--- src/rtl/serial_shift_tx.sv ---
// Parallel-in / serial-out transmitter: accepts one WIDTH-bit word via valid/ready,
// shifts it out one bit per clock framed by frameOut, then pulses done for one cycle.
module serial_shift_tx #(
   parameter int WIDTH     = 8,
   parameter int MSB_FIRST = 1
) (
   input  logic             clock,
   input  logic             reset,
   input  logic             loadValid,
   input  logic [WIDTH-1:0] loadData,
   output logic             loadReady,
   output logic             serialOut,
   output logic             frameOut,
   output logic             done
);

   localparam int CW      = $clog2(WIDTH) + 1;
   localparam bit MSB_SEL = (MSB_FIRST != 0);

   typedef enum logic [1:0] {
      S_IDLE,
      S_SHIFT,
      S_DONE
   } state_t;

   state_t           r_state;
   logic [WIDTH-1:0] r_shift_reg;
   logic [CW-1:0]    r_bit_count;
   logic             r_serial;
   logic             r_frame;
   logic             r_done;

   logic             w_accept;
   logic             w_last;
   logic             w_first_bit;
   logic             w_next_bit;
   logic [WIDTH-1:0] w_load_rest;
   logic [WIDTH-1:0] w_shift_rest;

   assign w_accept = loadValid && (r_state == S_IDLE);
   assign w_last   = (r_bit_count == CW'(WIDTH));

   // The register holds only the bits not yet presented, aligned so the next one
   // always sits at the outgoing end.
   always_comb begin
      w_first_bit  = 1'b0;
      w_next_bit   = 1'b0;
      w_load_rest  = '0;
      w_shift_rest = '0;
      if (MSB_SEL) begin
         w_first_bit  = loadData[WIDTH-1];
         w_load_rest  = {loadData[WIDTH-2:0], 1'b0};
         w_next_bit   = r_shift_reg[WIDTH-1];
         w_shift_rest = {r_shift_reg[WIDTH-2:0], 1'b0};
      end else begin
         w_first_bit  = loadData[0];
         w_load_rest  = {1'b0, loadData[WIDTH-1:1]};
         w_next_bit   = r_shift_reg[0];
         w_shift_rest = {1'b0, r_shift_reg[WIDTH-1:1]};
      end
   end

   // NOTE: sequential state uses non-blocking assignments so every register samples
   // pre-edge values; the async reset branch clears outputs without waiting for a clock.
   always_ff @(posedge clock or posedge reset) begin
      if (reset) begin
         r_state     <= S_IDLE;
         r_shift_reg <= '0;
         r_bit_count <= '0;
         r_serial    <= 1'b0;
         r_frame     <= 1'b0;
         r_done      <= 1'b0;
      end else begin
         unique case (r_state)
            S_IDLE: begin
               if (w_accept) begin
                  r_shift_reg <= w_load_rest;
                  r_serial    <= w_first_bit;
                  r_frame     <= 1'b1;
                  r_bit_count <= CW'(1);
                  r_state     <= S_SHIFT;
               end
            end
            S_SHIFT: begin
               if (w_last) begin
                  r_serial <= 1'b0;
                  r_frame  <= 1'b0;
                  r_done   <= 1'b1;
                  r_state  <= S_DONE;
               end else begin
                  r_serial    <= w_next_bit;
                  r_shift_reg <= w_shift_rest;
                  r_bit_count <= r_bit_count + CW'(1);
               end
            end
            S_DONE: begin
               r_done  <= 1'b0;
               r_state <= S_IDLE;
            end
            default: begin
               r_state <= S_IDLE;
            end
         endcase
      end
   end

   assign loadReady = (r_state == S_IDLE);
   assign serialOut = r_serial;
   assign frameOut  = r_frame;
   assign done      = r_done;

endmodule
--- config.mk ---
export PLATFORM = sky130hd
export DESIGN_NAME = serial_shift_tx
export DESIGN_NICKNAME = d
export VERILOG_FILES = /design/src/rtl/serial_shift_tx.sv
export SDC_FILE = /design/constraint.sdc
export NUM_CORES = 1
export LEC_CHECK = 0
export CAP_MARGIN = 20
export CORE_MARGIN = 3
export CORE_UTILIZATION = 35
export DETAILED_ROUTE_END_ITERATION = 7
export SYNTH_ARGS = -nofsm -noshare
export SYNTH_HDL_FRONTEND = slang
export SYNTH_SLANG_ARGS = --single-unit
--- constraint.sdc ---
create_clock -name clock -period 3.3 [get_ports clock]
set_input_delay 0.66 -clock clock [delete_from_list [all_inputs] [get_ports clock]]
set_output_delay 0.66 -clock clock [all_outputs]
set_load 0.02 [all_outputs]
# Yosys cells after proc, flatten, opt, wreduce, memory -nomap -nowiden
# Index checks and enable logic that the tools add are counted.
# Widths: inputs -> output; s select.
# op_classes
order_cmp	0
n_bitwise	0
n_eq_ne	6
multipliers	0
addsub	1
shift	0
n_reduce_logical	9
div	0
mux	17
# op_table
cell	count
$mux 8	2
$pmux 8 s2	1
$mux 4	2
$pmux 4 s2	1
$pmux 1 s2	3
$reduce_and 2->1	3
$reduce_and 3->1	2
$mux 1	5
$add 4x1->4 const B	1
$eq 4x4->1 const B	1
$mux 2	2
$ne 2x2->1 const B	2
$pmux 2 s2	1
$reduce_bool 2->1	2
$eq 2x1->1 const B	1
$eq 2x2->1 const B	1
$logic_not 2->1	1
$ne 2x1->1 const B	1
$logic_and 1x1->1	1
# totals
inputBits	11
latchBits	0
ff_bits	17
n_memories	0
mem_bits_ro	0
wordCells	39
mem_bits_rw	0

# Depth between registers and ports, before layout
# depth
word_depth	4
ltp_mapped	5
mapped_depth_nobuf	5

# Worst setup path after synthesis
# Ideal clock, no wire load.
# synth_path
kind	flip-flop to flip-flop
startpoint	register r_bit_count[0]
endpoint	register r_shift_reg[2]
setup_slack_ps	1748
required_ps	3175
setup_time_ps	125
path_stages_with_launch	6
path_buffers	0
arrival_time_ps	1427
cell_sequence	dfrtp_1 -> inv_1 -> ha_1 -> and3b_2 -> a21oi_4 -> mux2_2
# synth_via
elab_chain_len	3
# synth_rtl
item	line_no	rtl
from (decl)	28	logic [CW-1:0] r_bit_count;
from (signal assigned)	93	r_bit_count <= r_bit_count + CW'(1);
$eq 4x4->1	41	assign w_last = (r_bit_count == CW'(WIDTH));
$ne 2x2->1 (no line)	-	
$reduce_and 3->1 (no line)	-	
to (signal assigned)	77	r_shift_reg <= w_load_rest;
to (signal assigned)	92	r_shift_reg <= w_shift_rest;
to (decl)	27	logic [WIDTH-1:0] r_shift_reg;
# No other way between the ends.
# A chain may end at the register's enable or synchronous reset.

# Worst setup path after layout
# layout_path
startpoint	register r_state[0]
endpoint	output port loadReady
# layout_via
elab_chain_len	1
# layout_rtl
item	line_no	rtl
from (decl)	26	state_t r_state;
from (signal assigned)	67	r_state <= S_IDLE;
from (signal assigned)	81	r_state <= S_SHIFT;
from (signal assigned)	89	r_state <= S_DONE;
$logic_not 2->1	107	assign loadReady = (r_state == S_IDLE);
to (decl)	11	output logic loadReady,
# No other way between the ends.

==> metrics.txt <==
outcome=finished, final reports clean; Compound-Gate Fraction of Synth Area=0.133; adder-cell share of the synthesized area=0.0313; Buffers on Ports=14; skew final=5.24 ps; vias in the first global route=588; initial antenna violation count=0; crit path launch=r_state[0]$_DFFE_PP0P_; critical path type=flop to output pin; Initial Util=0.388; Hold Vio Cnt, Final=0; Antenna Cells=0; area of placed instances=965 um^2; Synth Area in XOR/XNOR=0; relative slew slack=0.588; clk sink count=16; RR Startpoint=r_state[0]$_DFFE_PP0P_; design area=0.00100 mm^2; CTS Hold Bufs=0; largest family of logic cells by synthesized area=multiplexers; drt first pass iters=4; die area=0.00290 mm^2; Critical Path Fanout Max=13; nets=100; WL/cell=12.7 um; Post-Layout Cell Count=113; post-synthesis simple-gate area fraction=0.109; Post-CTS Resized=0; worst vdd ir=0.000415 V; largest net degree at the start of global routing=17; Post-DRT Antenna Nets=0; CTS Buf Count=3; last element of the critical path=loadReady; Period Utilization, post-route=0.682; Post-synth EDFFs=0; CTS tree=built; dpl hpwl=1020 um; register area share after synthesis=0.500; Setup violations, final=0; Async SR Flop Fraction=1.00; Routed WL=1440 um; unrepaired setup endpoints after global routing=false; boundary pin count=15; Peak Freq=444 MHz; CTS max path bufs=2; CP Data Arrival Time=1590 ps; Unique masters post-synth=26; Area growth syn-to-layout=25.0%; max reg flops=7; Clock Root Buffer=clkbuf_4; measured slew at the worst slew-check pin=617 ps; worst min-delay path class=flop to flop; worst path required time=2640 ps; total core area=0.00206 mm^2; vias=565; Synth top cells by count=dfrtp_1, mux2_2, inv_1; dominant cells by area after synthesis=dfrtp_1, mux2_2, inv_1; Min Hold Slack=509 ps; Pins Over Slew Limit=0; reg2reg setup slack=1440 ps; Tot GR Track Use=0.124; Reg2Reg Depth=3; post-synth top area share=0.500; # Post-CTS Setup Buffers=0; Die Wd=53.8 um; Cells after Synth=70; first-pass GRT wire length=2540 um; clock-pin slew on the worst setup and hold paths=90 ps; dominant synthesized flop cell=dfrtp_1; Design Power=0.000845 W; Die H=53.8 um; PwrDens=844 mW/mm^2; FF-to-FF End=r_shift_reg[5]$_DFFE_PP0P_; setup TNS=0 ps; Synth Net Count=83; area leader, netlist=dfrtp_1; CP Capture Type=output pin; critical path launch point type=flop; final RePlAce weighted congestion=0.727; yosys warns=0; vias per std cell=5.00; iteration-0 DRC count of the detailed router=5; clk_lat worst skew=280 ps; Period minus WS final=2250 ps; max cap viols=0; Pleak=0.455 nW; share of layout cells above drive strength 1=0.233; most common cell in the netlist=dfrtp_1; synthesized area per cell=11.4 um^2; DRC Markers=0; CTS HTree Levels=1; multiplexer area fraction after synthesis=0.181; synthesized cell area=801 um^2; FF+latch count, synth=16; Remaining Overflow, GRT=0; Rows=16; placed cell count=109
## cells in the final DEF (no fill, tap or decap), types with 2 or more instances in the layout
master,instances
dfrtp_1,16
a21oi_1,4
nand2_1,3
clkbuf_4,3
o21ai_0,3
inv_1,7
nand3_1,2
ha_1,2
clkdlybuf4s50_1,14
nor2_1,4
mux2_2,12
## power by group
group | switching [W] | leakage, nW | internal [W]
clock network | 0.0000626 | 0.0210 | 0.0000671
logic | 0.000168 | 0.238 | 0.000206
registers | 0.0000639 | 0.196 | 0.000277
total | 0.000295 | 0.455 | 0.000550
## metal layers
layer  vias to the layer above  wire length [um]  global-route usage
li1                        276                 -                   -
met1                       280               705               0.151
met2                         9               683               0.200
met3                         0                51              0.0499
met4                         0                 0              0.0340
met5                         -                 0                   0
## through the flow
| stage | utilization | worst slack, ps |
|---|---|---|
| finish | 0.485 | 1050 |
| global route | 0.485 | 902 |
| CTS | 0.485 | 1030 |
| detailed placement | 0.468 | 1170 |
| global placement | 0.468 | 1190 |
| floorplan | - | 1750 |
## worst min path at each step
stage | from | end | slack, ps | cells after the start
6_report | frameOut$_DFFE_PP0P_ | frameOut$_DFFE_PP0P_ | 510 | 2
5_1_grt | frameOut$_DFFE_PP0P_ | frameOut$_DFFE_PP0P_ | 530 | 2
4_1_cts | r_shift_reg[2]$_DFFE_PP0P_ | r_shift_reg[2]$_DFFE_PP0P_ | 520 | 1
3_5_place_dp | r_shift_reg[2]$_DFFE_PP0P_ | r_shift_reg[2]$_DFFE_PP0P_ | 490 | 1
3_3_place_gp | frameOut$_DFFE_PP0P_ | frameOut$_DFFE_PP0P_ | 480 | 2
2_1_floorplan | r_shift_reg[2]$_DFFE_PP0P_ | r_shift_reg[2]$_DFFE_PP0P_ | 470 | 1
## cells by family (layout without fill, tap and decap cells)
kind of cell | Yosys count | in the layout
buffers and inverters | 9 | 25
adders and majority gates | 2 | 2
DFF | 16 | 16
AOI/OAI and AO/OA | 15 | 15
and+or+nand+nor | 15 | 15
muxes | 13 | 13
## layout make-up
type	count	area, um^2
Fill cell	191	1060
Sequential cell	16	400
Multi-Input combinational cell	45	364
Inverter	7	26.3
Timing Repair Buffer	14	140
Clock buffer	4	36.3
Tap cell	27	33.8
## worst max-delay path, cell delays in order (launching register included)
cell and delay, ps:
dfrtp_1 540, nor2_1 170, clkdlybuf4s50_1 610
Power figures use the tool's default switching activity.
